--- config.mk ---
export PLATFORM = sky130hd
export DESIGN_NAME = seq_mult_ctrl
export DESIGN_NICKNAME = d
export VERILOG_FILES = /design/src/rtl/seq_mult_ctrl.sv
export SDC_FILE = /design/constraint.sdc
export NUM_CORES = 1
export LEC_CHECK = 0
export ABC_AREA = 1
export CAP_MARGIN = 20
export CORE_AREA = 2 2 90 92
export DETAILED_ROUTE_END_ITERATION = 16
export DIE_AREA = 0 0 92 94
export GPL_ROUTABILITY_DRIVEN = 0
export HOLD_SLACK_MARGIN = 0.02
export PLACE_DENSITY_LB_ADDON = 0.15
export SYNTH_ARGS = -nofsm -noshare
export SYNTH_HDL_FRONTEND = slang
export SYNTH_SLANG_ARGS = --single-unit
export TNS_END_PERCENT = 1
--- constraint.sdc ---
create_clock -name clk -period 3.4 [get_ports clk]
set_input_delay 0.68 -clock clk [delete_from_list [all_inputs] [get_ports clk]]
set_output_delay 0.68 -clock clk [all_outputs]
set_load 0.05 [all_outputs]
--- src/rtl/seq_mult_ctrl.sv ---
// ---------------------------------------------------------------------------
// seq_mult_ctrl
// Sequential unsigned W x W multiplier with two selectable algorithms:
//   mode 0 : repeated addition (b_in iterations)
//   mode 1 : shift-and-add (one iteration per significant bit of b_in)
// A two-state FSM (IDLE/RUN) accepts an operation when start is high in
// IDLE, iterates in RUN until the multiplier register is exhausted, then
// publishes the result on product with a one-cycle done pulse.
//
// Ports
//   clk      in   1    rising-edge clock
//   rst_n    in   1    asynchronous active-low reset
//   start    in   1    operation request, only looked at in IDLE
//   mode     in   1    algorithm select, captured with start
//   a_in     in   W    multiplicand, captured with start
//   b_in     in   W    multiplier, captured with start
//   product  out  2W   result of the last completed operation (registered)
//   busy     out  1    high while the FSM is in RUN
//   done     out  1    one-cycle completion pulse (registered)
// ---------------------------------------------------------------------------
module seq_mult_ctrl #(
  parameter int W = 8
) (
  input  logic             clk,
  input  logic             rst_n,
  input  logic             start,
  input  logic             mode,
  input  logic [W-1:0]     a_in,
  input  logic [W-1:0]     b_in,
  output logic [2*W-1:0]   product,
  output logic             busy,
  output logic             done
);

  typedef enum logic {S_IDLE = 1'b0, S_RUN = 1'b1} state_t;

  state_t           r_state;
  state_t           w_state_nxt;

  logic [2*W-1:0]   r_acc;
  logic [2*W-1:0]   r_areg;
  logic [W-1:0]     r_breg;
  logic             r_mreg;
  logic [2*W-1:0]   r_product;
  logic             r_busy;
  logic             r_done;

  logic [2*W-1:0]   w_acc_nxt;
  logic [2*W-1:0]   w_areg_nxt;
  logic [W-1:0]     w_breg_nxt;
  logic             w_mreg_nxt;
  logic [2*W-1:0]   w_product_nxt;
  logic             w_busy_nxt;
  logic             w_done_nxt;

  // State register plus all datapath / output registers
  always_ff @(posedge clk or negedge rst_n) begin
    if (!rst_n) begin
      r_state   <= S_IDLE;
      r_acc     <= '0;
      r_areg    <= '0;
      r_breg    <= '0;
      r_mreg    <= 1'b0;
      r_product <= '0;
      r_busy    <= 1'b0;
      r_done    <= 1'b0;
    end else begin
      r_state   <= w_state_nxt;
      r_acc     <= w_acc_nxt;
      r_areg    <= w_areg_nxt;
      r_breg    <= w_breg_nxt;
      r_mreg    <= w_mreg_nxt;
      r_product <= w_product_nxt;
      r_busy    <= w_busy_nxt;
      r_done    <= w_done_nxt;
    end
  end

  // Next-state logic
  always_comb begin
    w_state_nxt = r_state;
    unique case (r_state)
      S_IDLE: if (start)          w_state_nxt = S_RUN;
      S_RUN:  if (r_breg == '0)   w_state_nxt = S_IDLE;
      default:                    w_state_nxt = S_IDLE;
    endcase
  end

  // Datapath and registered-output next values
  always_comb begin
    w_acc_nxt     = r_acc;
    w_areg_nxt    = r_areg;
    w_breg_nxt    = r_breg;
    w_mreg_nxt    = r_mreg;
    w_product_nxt = r_product;
    w_busy_nxt    = r_busy;
    w_done_nxt    = 1'b0;           // done is a pulse: low unless completing
    unique case (r_state)
      S_IDLE: begin
        if (start) begin
          w_areg_nxt = {{W{1'b0}}, a_in};
          w_breg_nxt = b_in;
          w_mreg_nxt = mode;
          w_acc_nxt  = '0;
          w_busy_nxt = 1'b1;
        end
      end
      S_RUN: begin
        if (r_breg == '0) begin
          // Multiplier exhausted: publish result in the same edge busy drops
          w_product_nxt = r_acc;
          w_done_nxt    = 1'b1;
          w_busy_nxt    = 1'b0;
        end else if (!r_mreg) begin
          w_acc_nxt  = r_acc + r_areg;
          w_breg_nxt = r_breg - W'(1);
        end else begin
          if (r_breg[0]) w_acc_nxt = r_acc + r_areg;
          // areg is 2W wide, so shifting up to W times never loses bits
          w_areg_nxt = r_areg << 1;
          w_breg_nxt = r_breg >> 1;
        end
      end
      default: begin
        w_busy_nxt = 1'b0;
      end
    endcase
  end

  assign product = r_product;
  assign busy    = r_busy;
  assign done    = r_done;

endmodule
* Yosys cells after proc, flatten, opt, wreduce, memory -nomap -nowiden
Cells that the tools add are included.
** Word-level totals
- Logic and storage cells :: 44
- Register bits :: 60
** Operators by class
- Add/subtract/negate cells :: 2
- Equality and inequality tests :: 5
- Multiplexer cells :: 21
- Bitwise logic cells :: 1
- Reduce and logical (&&, ||, !) cells :: 7
** Operators by type and width (number)
- $mux 16 :: 7
- $pmux 16 s2 :: 2
- $mux 8 :: 3
- $add 16x16->16 :: 1
- $pmux 8 s2 :: 1
- $logic_not 8->1 :: 1
- $reduce_and 2->1 :: 4
- $sub 8x1->8 const B :: 1
- $mux 1 :: 6
- $reduce_and 3->1 :: 2
- $ne 2x1->1 const B :: 2
- $ne 2x2->1 const B :: 2
- $pmux 1 s2 :: 2
- $ne 3x3->1 const B :: 1
- $not 1->1 :: 1

* Longest topological paths before layout
Gate-level depths: netlist of run 1.
- Depth in word-level cells :: 5
- Depth in mapped cells :: 11

* Worst setup path after synthesis of run 1
OpenSTA, ideal clock, no wires.
- Kind :: register to register
- Start :: register r_acc[2]
- End :: register r_acc[7]
- Buffers on the path :: 0
- Arrival time :: 1.552 ns
- Path slack :: 1.731 ns
- Stages on the path, launching flop included :: 8
- Library setup time :: 0.117 ns
- Clock period less this slack :: 1.669 ns
- Data required time :: 3.283 ns
- Cells stage by stage :: dfrtp_1 > ha_1 > or2_2 > nand3_1 > nand2_1 > or2_2 > nand3_1 > nand2_1
** Between the ends
- Cells in the longest elaborated chain, start to end :: 5
** RTL lines
- start, declared :: RTL line 40 : logic [2*W-1:0] r_acc;
- start signal, assigned :: RTL line 69 : r_acc <= w_acc_nxt;
- $add 16x16->16 (*) :: RTL line 115, 118
- $mux 16 :: RTL line 118 : if (r_breg[0]) w_acc_nxt = r_acc + r_areg;
- $mux 16 (*) :: RTL line 114 : end else if (!r_mreg) begin
- $mux 16 (*) :: RTL line 109 : if (r_breg == '0) begin
- $pmux 16 s2 (*) :: RTL line 98 : unique case (r_state)
Every way passes the cells marked *; elsewhere a longest branch is shown, timed or not. The select of a mux whose other input is x is not followed.
A chain may end at the register's enable or synchronous reset.

* Worst setup path after layout of run 1
- Start :: register r_state
- End :: register r_areg[7]
** Between the ends
- Cells in the longest elaborated chain, start to end :: 3
- Elaborated cells between the ends (all ways) :: 6
- Classes of those cells :: eq/ne (3); mux (1); bitwise (1); reduce/logical (1)
** RTL lines
- start, declared :: RTL line 37 : state_t r_state;
- start signal, assigned :: RTL line 68 : r_state <= w_state_nxt;
- $not 1->1 (no line)
- $ne 2x2->1 (no line)
- $reduce_and 3->1 (no line)
- end signal, assigned :: RTL line 70 : r_areg <= w_areg_nxt;
- end, declared :: RTL line 41 : logic [2*W-1:0] r_areg;
Several ways; a longest one is shown, not always the timed one.

==> results by group, run 1 <==
Cells and area
  – Fraction of layout cells with a size suffix above 1: 5.77%
  – # diodes: 0
  – Final net count: 570
  – Area grow syn2layout: 17.4%

Critical path
  – R2R cell count: 7
  – Worst path arrival time: 2.74 ns
  – R2R Path Start: r_state
  – WP data required: 3.68 ns
  – R2R Setup Slk: 0.94 ns
  – R2R Path End: r_areg[7]
  – Crit path from: r_state
  – CP startpoint kind: register
  – Worst Setup EP: r_areg[7]
  – Worst Setup Path Type: reg2reg
  – Crit end category: register
  – Crit-path max FO: 29

Clock tree
  – Hold Buf Count CTS: 0
  – Clock Latency Late Sink: 0.35 ns
  – H-tree Lvls: 3
  – CTS Sinks: 60
  – CTS tree: done
  – Number of CTS-inserted buffers: 9
  – Post-CTS setup buffer count: 0
  – Clk buf depth: 2
  – Clock slew at reported path FFs: 0.07 ns
  – Clock root cell: clkbuf_8
  – Quantity of gates resized following cts: 0

Yosys
  – Synth Register Bits: 60
  – Post-synth design cell area: 3600 µm²
  – Yosys cell types: 30
  – Warnings, synthesis: 0
  – Average cell area after synthesis: 7.26 µm²
  – Post-synth top area cell: dfrtp_1
  – Post-synth top area share: 41.7%
  – Seq/Total Area, Yosys: 41.7%
  – Post-Synthesis Cells: 496
  – Ranking of synthesized cells by area: dfrtp_1, nand2_1, inv_1, ha_1, nand3_1
  – Synthesized Nets: 534

Timing
  – Hold WS: 0.170 ns
  – Setup TNS: 0 ns
  – Final setup vio count: 0
  – Slew margin rel.: 49.6%
  – RSZ-0062 raised after global routing: no
  – Tcrit/Tclk final: 72.3%
  – Minimum clock period: 2.46 ns
  – Pins Over Slew Limit: 0
  – Worst-margin pin slew: 0.756 ns
  – Max Freq: 0.407 GHz
  – Setup ws final: 0.943 ns
  – Hold Vio Cnt, Final: 0
  – Clock skew: 0.0109 ns

GRT
  – GR Util met3: 4.01%
  – GR Layer Usage met2: 33.4%
  – Via count of the first global-routing pass: 2,998
  – GR Overflow Total: 0
  – GRT met1 Usage: 24.9%
  – Initial antenna violation count: 0
  – First-pass GRT wire length: 13.4 mm
  – Busiest grt layer: met2
  – GRT Overall Usage: 19.7%
  – Largest net degree at the start of global routing: 34

Power and ir drop
  – Design Power: 4080 µW
  – Power Density: 965 nW/µm²
  – Pleak: 0.00224 µW
  – Peak supply drop: 0.000404 V

Die
  – Core area: 7610 µm²
  – Die Width: 92 µm
  – Die Height: 94 µm
  – IO Pins: 38
  – Row cnt: 32
  – Die area: 8650 µm²
  – Starting Density: 47.4%

Routing
  – TritonRoute pass-1 iters: 4
  – Detailed Route WL: 7.64 mm
  – Initial drt markers: 116
  – Post-DRT Antenna Nets: 0
  – Via count: 3,132
  – WL/cell: 12.0 µm
  – Post-DR vias/cell: 4.90
  – DRC violations left: 0

Run
  – Max cap viols: 0

Place
  – Place WS: 0.847 ns
  – HPWL after detailed placement: 5.61 mm
  – Port-buffer cells: 37

Min path
  – Hold WC Path Type: in2async

Status
  – Outcome: finished, final reports clean
placed cells by master, fill, tap and decap left out, types with 10 or more instances in the layout:
cell type and instances:
ha_1 17, o21ai_0 35, nand2_1 187, inv_1 57
nor2_1 26, nand3_1 37, dfrtp_1 60, clkdlybuf4s50_1 36
clkbuf_8 10, a21oi_1 21
kinds of logic after synthesis:
| logic type | synth area share (%) |
|---|---|
| simple gates | 31.5 |
| buf+inv | 9.27 |
| compound gates | 9.34 |
| flops | 41.7 |
| fa+ha+maj | 6.46 |
| xor+xnor | 1.70 |
synthesized netlist by cell type:
library cell    n
a21oi_1        21
a31oi_1         1
buf_1           1
buf_2           6
buf_4           5
buf_6           3
clkinv_1        1
dfrtp_1        60
fa_1            1
ha_1           17
inv_1          57
inv_2           3
nand2_1       187
nand2_2         2
nand2_4         1
nand3_1        37
nand3_4         1
nand3b_1        3
nand4_1         2
nor2_1         26
nor2_2          1
nor2_8          1
nor3_1          4
nor3_2          1
o211ai_1        2
o21ai_0        35
o21ai_1         7
or2_2           3
xnor2_1         3
xor2_1          4
report_power, final:
part / total (µW) / internal [µW] / switching, µW
logic: 2110 / 750 / 1360
clock network: 712 / 432 / 280
registers: 1260 / 1020 / 246
metrics by stage:
step,cell area [µm²],utilization [%],std cells
floorplan,3600,-,496
global placement,4010,52.7,623
detailed placement,4010,52.7,623
CTS,4230,55.6,639
global route,4230,55.6,639
finish,4230,55.6,639
registers in the layout, indices dropped and copies added, names as in the netlist:
name     count
r_state      1
product     16
busy         1
r_acc       16
done         1
r_breg       8
r_areg      16
r_mreg       1
critical path, cell delays in order, from the launching register on:
cell and delay [ns]:
dfrtp_1 0.61, inv_2 0.50, nor3_2 0.11, nand2_2 0.14, nand2_4 0.14, nor2_2 0.61, o211ai_1 0.17, nand2_1 0.09
per-layer routing:
metal	part of all wire, %	wire length (µm)	vias up
met2	47	3570	52
met3	3.5	271	13
met4	1.8	141	0
met1	48	3660	1421
li1	-	-	1646
met5	0	0	-
area by class of cell:
class                           instances  area, µm²
Clock buffer                           12        145
Multi-Input combinational cell        360       1770
Clock inverter                          4       72.6
Fill cell                             743       3380
Tap cell                              102        128
Timing Repair Buffer                   40        388
Sequential cell                        60       1500
Inverter                               61        229
worst min-delay path by stage:
stage,cells past startpoint,to,from
after floorplan,0,busy,rst_n
after detailed placement,2,product[7],product[7]
after global placement,2,product[4],product[4]
final,1,r_acc[6],rst_n
after global routing,1,r_acc[4],rst_n
after CTS,1,product[0],rst_n
(Power assumes the default switching activity.)
==> inputs of run 2 (changes only) <==
Clock period 3.4 ns to 2.6 ns, I/O delays scaled along.
==> run 2 against run 1 <==
Net effect: combinational power rose by 35%; count of clock-buffer cells in the layout rose by 1; register-to-register slack got worse by 0.34 ns; first-iteration DRC count fell by 1.7%; final cell count rose by 0.47%; global-route usage rose by 1.2 points; critical endpoint is now product[12].
==> results by group, run 2 (same netlist as run 1, synthesis figures left out) <==
Timing
  – RSZ-0062 raised after global routing: no
  – Slew margin rel.: 57.8% (+8.2 points)
  – Clock skew: 0.00951 ns (-0.00142 ns)
  – Hold Vio Cnt, Final: 0 (unchanged)
  – Worst-margin pin slew: 0.631 ns (-0.125 ns)
  – Max Freq: 0.487 GHz
  – Pins Over Slew Limit: 0 (unchanged)
  – Final setup vio count: 0 (unchanged)
  – Tcrit/Tclk final: 78.9%
  – Setup TNS: 0 ns (unchanged)
  – Minimum clock period: 2.05 ns

Power and ir drop
  – Pleak: 0.00225 µW (+0.43%)
  – Peak supply drop: 0.000423 V (+4.7%)
  – Power Density: 1260 nW/µm² (+30%)
  – Design Power: 5320 µW (+30%)

Cells and area
  – Fraction of layout cells with a size suffix above 1: 6.11% (+0.34 points)
  – Final net count: 574 (+0.70%)
  – # diodes: 0 (unchanged)
  – Most common cell after layout, fill and taps aside: nand2_1
  – Commonest non-fill, non-tap cells in the layout: nand2_1, dfrtp_1, inv_1
  – Post-layout util: 55.7% (+0.12 points)
  – Filler instances: 751 (+1.1%)
  – Area grow syn2layout: 17.7%

Critical path
  – Worst Setup Path Type: reg2out
  – Bufs and invs on worst path: 1 (unchanged)
  – Crit-path max FO: 2 (-93%)
  – WP data required: 2.08 ns (-1.60 ns)
  – Crit-path cells: clkdlybuf4s50_1
  – Crit path from: product[12]
  – CP startpoint kind: register
  – CP max-delay cell: clkdlybuf4s50_1
  – Crit end category: output pin
  – Slowest cell delay on critical path: 0.81 ns (+0.20 ns)
  – CP top delay family: buffers and inverters
  – R2R Path Start: r_breg[1]
  – Worst path arrival time: 1.53 ns (-1.21 ns)

Min path
  – Hold WC Path Type: in2async

GRT
  – GRT Overall Usage: 20.9% (+1.2 points)
  – GR Overflow Total: 0 (unchanged)
  – Largest net degree at the start of global routing: 39 (+15%)
  – Via count of the first global-routing pass: 3,141 (+4.8%)
  – First-pass GRT wire length: 14.2 mm (+5.6%)
  – Initial antenna violation count: 0 (unchanged)

Clock tree
  – Number of CTS-inserted buffers: 9 (unchanged)
  – H-tree Lvls: 3 (unchanged)
  – Clock Latency Late Sink: 0.34 ns (about the same)
  – Hold Buf Count CTS: 0 (unchanged)
  – Post-CTS setup buffer count: 0 (unchanged)
  – Clock root cell: clkbuf_8
  – Quantity of gates resized following cts: 0 (unchanged)
  – CTS Sinks: 60 (unchanged)
  – CTS tree: done
  – Clk buf depth: 2 (unchanged)
  – Clock slew at reported path FFs: 0.07 ns (about the same)

Routing
  – DRC violations left: 0 (unchanged)
  – Via count: 3,176 (+1.4%)
  – TritonRoute pass-1 iters: 4 (unchanged)
  – Detailed Route WL: 8.17 mm (+6.9%)
  – Initial drt markers: 114 (-1.7%)
  – WL/cell: 12.7 µm (+6.4%)
  – Post-DRT Antenna Nets: 0 (unchanged)
  – Post-DR vias/cell: 4.95 (+0.93%)

Place
  – HPWL after detailed placement: 6.06 mm (+7.9%)
  – Port-buffer cells: 37 (unchanged)

Die
  – Die Height: 94 µm (unchanged)
  – Starting Density: 47.4% (unchanged)
  – Die area: 8650 µm² (unchanged)
  – IO Pins: 38 (unchanged)
  – Die Width: 92 µm (unchanged)
  – Core area: 7610 µm² (unchanged)
  – Row cnt: 32 (unchanged)

Status
  – Outcome: finished, final reports clean

Run
  – Max cap viols: 0 (unchanged)
run 2: cell count changes in the layout (fill, tap and decap cells not counted):
cell        change
clkbuf_1        +1
bufinv_16       -1
clkinvlp_4      -1
buf_4           +3
buf_12          +1
run 2: layout make-up:
cell class	count	area [µm²]	area share, %
inverter	61	229	5.40
multi-input combinational	360	1770	41.7
clock buffer	13	149	3.51
timing repair buffer	44	430	10.2
clock inverter	2	35.0	0.826
tap	102	128	3.01
sequential	60	1500	35.4
run 2: routing by layer:
| layer | global-route usage (%) | wire length (µm) |
|---|---|---|
| met1 | 26.2 | 3820 |
| met2 | 35.7 | 3880 |
| met3 | 4.41 | 321 |
| met4 | 7.71 | 151 |
| met5 | 0 | 0 |
run 2: metrics by stage:
step	setup slack [ns]	instances	cell area, µm²	hold slack (ns)
after detailed placement	0.522	627	4060	0.464
after global placement	0.616	627	4060	0.460
after global routing	0.419	642	4240	0.202
final	0.548	642	4240	0.169
after floorplan	0.931	496	3600	0.224
after CTS	0.528	642	4240	0.186
run 2: path summary, 6_finish.rpt:
| path | endpoint | slack [ns] | cells past startpoint |
|---|---|---|---|
| min in group clk | product[4] | 0.47 | 2 |
| max in group asynchronous | r_breg[7] | 1.83 | 2 |
| hold reg to reg | product[4] | 0.47 | 2 |
| hold / removal | product[2] | 0.17 | 1 |
| setup / recovery | product[12] | 0.55 | 1 |
| setup reg to reg | r_acc[7] | 0.60 | 10 |
run 2: power by group:
group / total (µW) / switching, µW / internal, µW / leakage, µW
sequential: 1660 / 330 / 1330 / 0.000776
combinational: 2840 / 1820 / 1020 / 0.00138
clock: 820 / 357 / 463 / 0.0000935
total: 5320 / 2500 / 2820 / 0.00225
